===== src/rtl/uart_host_ctrl.sv =====
// uart_host_ctrl: host-side initiator of the NoC UART control protocol, with byte-level UART tx/rx.
// Revision 1.0
`default_nettype none

module transmitter #(
    parameter int BAUD_RATE = 100_000_000,
    parameter int CLK_FREQ  = 1_000_000_000
) (
    input  logic       clk_i,
    input  logic       arstn_i,
    input  logic [7:0] data_i,
    input  logic       data_valid_i,
    output logic       data_ready_o,
    output logic       tx_o
);
    localparam int BIT_CYCLES = CLK_FREQ / BAUD_RATE;

    logic [9:0]  shreg;
    logic [3:0]  bit_cnt;
    logic [31:0] baud_cnt;
    logic        busy;

    always_ff @(posedge clk_i or negedge arstn_i) begin
        if (!arstn_i) begin
            shreg    <= '1;
            bit_cnt  <= '0;
            baud_cnt <= '0;
            busy     <= 1'b0;
        end else if (!busy) begin
            if (data_valid_i) begin
                shreg    <= {1'b1, data_i, 1'b0};
                bit_cnt  <= '0;
                baud_cnt <= '0;
                busy     <= 1'b1;
            end
        end else if (baud_cnt == 32'(BIT_CYCLES - 1)) begin
            baud_cnt <= '0;
            shreg    <= {1'b1, shreg[9:1]};
            if (bit_cnt == 4'd9) busy <= 1'b0;
            else                 bit_cnt <= bit_cnt + 4'd1;
        end else begin
            baud_cnt <= baud_cnt + 32'd1;
        end
    end

    assign data_ready_o = !busy;
    assign tx_o         = busy ? shreg[0] : 1'b1;
endmodule

module receiver #(
    parameter int BAUD_RATE = 100_000_000,
    parameter int CLK_FREQ  = 1_000_000_000
) (
    input  logic       clk_i,
    input  logic       arstn_i,
    input  logic       rx_i,
    output logic [7:0] data_o,
    output logic       data_valid_o,
    input  logic       data_ready_i
);
    localparam int BIT_CYCLES = CLK_FREQ / BAUD_RATE;

    logic [1:0]  sync;
    logic [7:0]  shreg;
    logic [3:0]  bit_cnt;
    logic [31:0] baud_cnt;
    logic        busy;
    logic        valid;
    logic [31:0] target;

    // The start bit is sampled half a bit in; every later bit a full bit after the previous sample.
    assign target = (bit_cnt == 4'd0) ? 32'(BIT_CYCLES / 2 - 1) : 32'(BIT_CYCLES - 1);

    always_ff @(posedge clk_i or negedge arstn_i) begin
        if (!arstn_i) begin
            sync     <= '1;
            shreg    <= '0;
            bit_cnt  <= '0;
            baud_cnt <= '0;
            busy     <= 1'b0;
            valid    <= 1'b0;
        end else begin
            sync  <= {sync[0], rx_i};
            valid <= valid && !data_ready_i;
            if (!busy) begin
                if (!sync[1]) begin
                    busy     <= 1'b1;
                    bit_cnt  <= '0;
                    baud_cnt <= '0;
                end
            end else if (baud_cnt == target) begin
                baud_cnt <= '0;
                if (bit_cnt == 4'd0) begin
                    if (sync[1]) busy <= 1'b0;
                    else         bit_cnt <= 4'd1;
                end else if (bit_cnt == 4'd9) begin
                    busy <= 1'b0;
                    if (sync[1]) valid <= 1'b1;
                end else begin
                    shreg   <= {sync[1], shreg[7:1]};
                    bit_cnt <= bit_cnt + 4'd1;
                end
            end else begin
                baud_cnt <= baud_cnt + 32'd1;
            end
        end
    end

    assign data_o       = shreg;
    assign data_valid_o = valid;
endmodule

module uart_host_ctrl #(
    parameter int CORE_COUNT     = 16,
    parameter int AXI_ID_WIDTH   = 5,
    parameter int BAUD_RATE      = 100_000_000,
    parameter int CLK_FREQ       = 1_000_000_000,
    parameter int TIMEOUT_CYCLES = 1_000_000
) (
    input  logic                          clk_i,
    input  logic                          arstn_i,
    input  logic                          rx_i,
    output logic                          tx_o,
    input  logic                          cmd_valid_i,
    output logic                          cmd_ready_o,
    input  logic [3:0]                    cmd_op_i,
    input  logic [$clog2(CORE_COUNT)-1:0] cmd_core_i,
    input  logic [AXI_ID_WIDTH-1:0]       cmd_id_i,
    input  logic [7:0]                    cmd_arg_i,
    output logic                          rsp_valid_o,
    output logic [63:0]                   rsp_data_o,
    output logic                          rsp_timeout_o,
    output logic                          rsp_err_o,
    output logic                          stray_rx_o
);
    localparam int CORE_W           = $clog2(CORE_COUNT);
    localparam int CORE_COUNT_BYTES = (CORE_W + 7) / 8;
    localparam int AXI_ID_BYTES     = (AXI_ID_WIDTH + 7) / 8;
    localparam int IDLE_BYTES       = CORE_COUNT / 8;
    localparam int TXB              = 2 + CORE_COUNT_BYTES + AXI_ID_BYTES;

    typedef enum logic [1:0] {IDLE, SEND, RECV, DONE} state_t;
    state_t state, state_next;

    logic [8*TXB-1:0] tx_buf, new_buf;
    logic [7:0]       tx_len, new_tx_len, tx_idx;
    logic [7:0]       rx_len, new_rx_len, rx_idx;
    logic [31:0]      tmo_cnt;
    logic             tx_valid, tx_ready, legal;
    logic [7:0]       tx_byte, rx_byte, op_byte;
    logic             rx_valid;
    logic [8*CORE_COUNT_BYTES-1:0] core_ext;
    logic [8*AXI_ID_BYTES-1:0]     id_ext;
    logic             accept, tx_hs, tx_last, rx_got, rx_last, tmo_hit;

    assign op_byte  = {4'h0, cmd_op_i};
    assign core_ext = (8*CORE_COUNT_BYTES)'(cmd_core_i);
    assign id_ext   = (8*AXI_ID_BYTES)'(cmd_id_i);

    // Whole command frame is packed LSB-first at accept; tx_idx then just walks it.
    always_comb begin
        new_buf    = '0;
        new_tx_len = 8'd1;
        new_rx_len = 8'd0;
        legal      = 1'b1;
        case (cmd_op_i)
            4'd1: begin
                new_buf = {{(8*(TXB-2)){1'b0}}, cmd_arg_i, op_byte};
                new_tx_len = 8'd2;
                new_rx_len = 8'd1;
            end
            4'd2: begin
                new_buf = {{(8*(TXB-2)){1'b0}}, cmd_arg_i, op_byte};
                new_tx_len = 8'd2;
            end
            4'd3, 4'd4: begin
                new_buf = {cmd_arg_i, id_ext, core_ext, op_byte};
                new_tx_len = 8'(TXB);
            end
            4'd5: begin
                new_buf = {{(8*(TXB-1)){1'b0}}, op_byte};
                new_rx_len = 8'(IDLE_BYTES);
            end
            4'd6: new_buf = {{(8*(TXB-1)){1'b0}}, op_byte};
            4'd7: begin
                new_buf = {{(8*AXI_ID_BYTES){1'b0}}, 3'b000, cmd_arg_i[4:0], core_ext, op_byte};
                new_tx_len = 8'(2 + CORE_COUNT_BYTES);
                new_rx_len = 8'd8;
            end
            4'd8: begin
                new_buf = {{(8*(TXB-1)){1'b0}}, op_byte};
                new_rx_len = 8'd1;
            end
            default: legal = 1'b0;
        endcase
    end

    assign accept  = cmd_valid_i && (state == IDLE);
    assign tx_hs   = tx_valid && tx_ready;
    assign tx_last = (tx_idx == tx_len - 8'd1);
    assign rx_got  = rx_valid && (state == RECV);
    assign rx_last = (rx_idx == rx_len - 8'd1);
    assign tmo_hit = (tmo_cnt == 32'(TIMEOUT_CYCLES));
    assign tx_byte = 8'(tx_buf >> {tx_idx, 3'b000});

    always_ff @(posedge clk_i or negedge arstn_i) begin
        if (!arstn_i) state <= IDLE;
        else          state <= state_next;
    end

    always_comb begin
        state_next  = state;
        cmd_ready_o = 1'b0;
        rsp_valid_o = 1'b0;
        case (state)
            IDLE: begin
                cmd_ready_o = 1'b1;
                if (accept) state_next = legal ? SEND : DONE;
            end
            SEND: if (tx_hs && tx_last) state_next = (rx_len != 8'd0) ? RECV : DONE;
            RECV: begin
                if (rx_got) begin
                    if (rx_last) state_next = DONE;
                end else if (tmo_hit) begin
                    state_next = DONE;
                end
            end
            DONE: begin
                rsp_valid_o = 1'b1;
                state_next  = IDLE;
            end
            default: state_next = IDLE;
        endcase
    end

    always_ff @(posedge clk_i or negedge arstn_i) begin
        if (!arstn_i) begin
            tx_buf        <= '0;
            tx_len        <= '0;
            rx_len        <= '0;
            tx_idx        <= '0;
            rx_idx        <= '0;
            tx_valid      <= 1'b0;
            tmo_cnt       <= '0;
            rsp_data_o    <= '0;
            rsp_timeout_o <= 1'b0;
            rsp_err_o     <= 1'b0;
            stray_rx_o    <= 1'b0;
        end else begin
            if (accept) begin
                tx_buf        <= new_buf;
                tx_len        <= new_tx_len;
                rx_len        <= new_rx_len;
                tx_idx        <= '0;
                rx_idx        <= '0;
                tx_valid      <= legal;
                tmo_cnt       <= '0;
                rsp_data_o    <= '0;
                rsp_timeout_o <= 1'b0;
                rsp_err_o     <= !legal;
                stray_rx_o    <= 1'b0;
            end
            if (state == SEND && tx_hs) begin
                if (tx_last) begin
                    tx_valid <= 1'b0;
                    tmo_cnt  <= '0;
                end else begin
                    tx_idx <= tx_idx + 8'd1;
                end
            end
            // A byte landing on the timeout cycle wins over the timeout.
            if (state == RECV) begin
                if (rx_got) begin
                    rsp_data_o[{rx_idx[2:0], 3'b000} +: 8] <= rx_byte;
                    rx_idx  <= rx_idx + 8'd1;
                    tmo_cnt <= '0;
                end else if (tmo_hit) begin
                    rsp_timeout_o <= 1'b1;
                end else begin
                    tmo_cnt <= tmo_cnt + 32'd1;
                end
            end
            if (rx_valid && state != RECV) stray_rx_o <= 1'b1;
        end
    end

    transmitter #(.BAUD_RATE(BAUD_RATE), .CLK_FREQ(CLK_FREQ)) u_tx (
        .clk_i        (clk_i),
        .arstn_i      (arstn_i),
        .data_i       (tx_byte),
        .data_valid_i (tx_valid),
        .data_ready_o (tx_ready),
        .tx_o         (tx_o)
    );

    receiver #(.BAUD_RATE(BAUD_RATE), .CLK_FREQ(CLK_FREQ)) u_rx (
        .clk_i        (clk_i),
        .arstn_i      (arstn_i),
        .rx_i         (rx_i),
        .data_o       (rx_byte),
        .data_valid_o (rx_valid),
        .data_ready_i (1'b1)
    );
endmodule

`default_nettype wire


===== config.mk =====
export PLATFORM = sky130hd
export DESIGN_NAME = uart_host_ctrl
export DESIGN_NICKNAME = d
export VERILOG_FILES = /design/src/rtl/uart_host_ctrl.sv
export SDC_FILE = /design/constraint.sdc
export NUM_CORES = 1
export LEC_CHECK = 0
export ABC_AREA = 1
export BUFFER_PORTS_ARGS = -buffer_cell sky130_fd_sc_hd__buf_2
export CAP_MARGIN = 20
export CORE_UTILIZATION = 55
export CTS_BUF_LIST = sky130_fd_sc_hd__clkbuf_4 sky130_fd_sc_hd__clkbuf_8
export DETAILED_ROUTE_END_ITERATION = 6
export PLACE_DENSITY_LB_ADDON = 0.1
export SLEW_MARGIN = 10
export SYNTH_ARGS = -nofsm -noshare
export SYNTH_HDL_FRONTEND = slang
export SYNTH_SLANG_ARGS = --single-unit
export TNS_END_PERCENT = 50

===== constraint.sdc =====
create_clock -name clk_i -period 2.75 [get_ports clk_i]
set_input_delay 0.275 -clock clk_i [delete_from_list [all_inputs] [get_ports clk_i]]
set_output_delay 0.275 -clock clk_i [all_outputs]
set_load 0.02 [all_outputs]

==> impl_metrics.toml <==
[worst_hold_path]
hp-class = "input pin to flop"
worstHoldPathCells = 3

[yosys]
synth_edf_count = 0
netlist_area_sq_um = 13700
ys_types = 45
synthTopCellsByArea = "dfrtp_1 (42%), nand2_1 (12%), nand3_1 (8.1%), inv_1 (5.8%), o21ai_0 (5.0%)"
synth_most_common_cell = "nand2_1"
synth_seq_cells = 243
synth_commonest_cells = "nand2_1 (424), dfrtp_1 (232), nand3_1 (223)"
syn_area_per_cell_sq_um = 7.56
yosysWarnings = 0
syn-instance-count = 1813
synth_ff_type = "dfrtp_1"
synth_async_sr_flop_share_pct = 100
ys_seq_area_share_pct = 44.5
synth.top_cell.area_share_pct = 42.3
syn_nets = 1865
yosysTopAreaCell = "dfrtp_1"

[setup_path]
critPathRequiredTime_ns = 3.15
end_kind = "flop"
worstSetupPathType = "flop to flop"
path_max_fanout = 16
startpoint_type = "flop"
r2r_cells = 7
cp.arrival_ns = 2.80

[floorplanning]
die_h_microns = 160
initial_core_util_pct = 56.2
dieWidth_microns = 160
coreArea_sq_um = 24400
die_area_sq_um = 25600
boundaryPins = 95
rows = 57

[timing]
finalClockSkew_ns = 0.0240
layout_setup_ws_ns = 0.357
hold-worst-slack_ns = 0.0483
setup-tns-final_ns = 0
rsz0062_at_grt = "false"
relSlewSlack_pct = 53.3
max_freq_ghz = 0.418
finalCriticalPeriod_ns = 2.39
setup_viol = 0
hold_viol_final = 0
slew_violations = 0
period_share_pct = 87.0
worst_slew_pin_slew_ns = 0.694

[layout]
final_nets = 1975
stdcell_area_sq_um = 15500
final_cells = 2279
multiInputGateArea_sq_um = 6500
final_util_pct = 63.6
drive_gt1_share_pct = 13.5
ff_latch_area_sq_um = 6090
fillers = 2278
syn_to_final_growth_pct = 13.2

[routing]
wl_per_cell_microns = 15.5
vias = 12500
drc = 0
ant_nets = 0
wl_mm = 35.3
initialDrtViolationCount = 999
drt-vias-per-instance = 5.49
drt_first_pass_iters = 5

[global_routing]
antenna_found_initial = 2
grt_pass1_vias = 12200
grt_max_degree = 113
grtUsageTotal_pct = 28.8
grt_first_pass_wirelength_mm = 60.2
grt-ovfl-total = 0

[clocking]
clock_latency_ns = 0.57
cts_made_buffers = 43
cts_root_buf = "clkbuf_8"
cts_tree = "built"
cts_resized = 0
post_cts_buffers = 0
cts_sinks = 243
h-tree-depth = 2
clk_path_buf_depth = 3
clkTransAtPathRegs_ns = 0.06

[placed_design]
place_inst = 2190
placedInstanceArea_sq_um = 14500
io_buffers = 94
gp_congestion = 0.930
place_ws_ns = 0.433
post-dp-hpwl_mm = 25.4

[job]
maxCapViolCount = 0

[run_status]
status = "completed"

[power]
p_total_mw = 10.9
ir_worst_vdd_v = 0.000490
power.density_nw_per_um2 = 704
power.leakage_nw = 7.20
==> sequential cells by signal, summed over array words and instances (netlist names), 9 cells and up <==
register and cells:
u_tx.baud_cnt 32, tmo_cnt 32, u_rx.baud_cnt 32, u_tx.shreg 9, tx_buf 25, rsp_data_o 64
==> logic make-up after synthesis <==
| logic type | synth area share (%) |
|---|---|
| xor gates and xnor gates | 3.45 |
| DFF | 44.5 |
| AOI/OAI and AO/OA | 11.1 |
| and+or+nand+nor | 30.4 |
| buffers and inverters | 8.20 |
| adders and majority gates | 2.46 |
==> report_power, final <==
| group | internal (mW) | switching [mW] | total [mW] |
|---|---|---|---|
| Clock | 1.94 | 1.53 | 3.48 |
| Combinational | 0.971 | 2.05 | 3.02 |
| Sequential | 4.03 | 0.404 | 4.44 |
| Total | 6.95 | 3.98 | 10.9 |
==> area by class of cell <==
type / count / area share, %
clock buffers: 66 / 5.37
flip-flops and latches: 243 / 39.3
diodes: 1 / 0.0161
repair buffers: 121 / 4.92
well taps: 324 / 2.61
inverters: 229 / 5.54
multi-input cells: 1285 / 41.9
clock inverters: 10 / 0.419
==> final timing paths <==
| path | startpoint | to | slack [ns] |
|---|---|---|---|
| max | rx_idx[1] | rsp_data_o[48] | 0.36 |
| min | cmd_id_i[4] | tx_buf[20] | 0.05 |
| max reg2reg | rx_idx[1] | rsp_data_o[48] | 0.36 |
| min reg2reg | u_rx.sync[0] | u_rx.sync[1] | 0.36 |
| max in group asynchronous | arstn_i | rsp_data_o[59] | 1.67 |
| min in group asynchronous | arstn_i | u_tx.baud_cnt[14] | 0.28 |
==> critical path, cell delays in order (launching register included) <==
cell	delay [ns]
dfrtp_1	0.49
inv_1	0.14
ha_1	0.20
ha_1	0.37
nor2_2	0.25
nand3_1	0.45
nand3_1	0.22
o21ai_0	0.12
==> placed cells by master, fill, tap and decap left out, types with 3 or more instances in the layout <==
cell / netlist / layout
dfstp_2: 11 / 11
o21ai_0: 137 / 137
nor3_2: 5 / 5
a21oi_1: 19 / 19
buf_12: 0 / 4
nand3_2: 3 / 3
nor4_1: 4 / 4
o22ai_1: 39 / 39
buf_4: 4 / 11
o21ai_1: 47 / 47
inv_2: 16 / 16
nand2_2: 9 / 9
o211ai_1: 10 / 10
dfrtp_1: 232 / 232
xor2_1: 43 / 43
nand4_1: 52 / 52
o21ai_2: 9 / 9
clkinv_2: 0 / 7
nor3_1: 38 / 38
nand4_2: 4 / 4
dlygate4sd3_1: 0 / 12
ha_1: 27 / 27
buf_2: 22 / 93
xnor2_1: 11 / 11
inv_1: 212 / 212
nor2_4: 6 / 6
nand3_1: 223 / 223
clkbuf_8: 0 / 54
nand2_1: 424 / 423
nor2_1: 149 / 149
clkbuf_4: 0 / 12
nor2_2: 7 / 7
==> per-layer routing <==
metal | vias up | global-route usage, % | wire, microns
met4 | 2 | 9.87 | 840
li1 | 6200 | - | -
met2 | 335 | 45.7 | 16300
met1 | 5917 | 40.2 | 16300
met5 | - | 0 | 13
met3 | 64 | 4.57 | 1920
==> repair_timing <==
| action | 4_1_cts | 5_1_grt |
|---|---|---|
| hold endpoints to repair | 76 | 0 |
| hold buffers | 12 | 0 |
| setup endpoints to repair | 0 | 0 |
(Power assumes the default switching activity.)
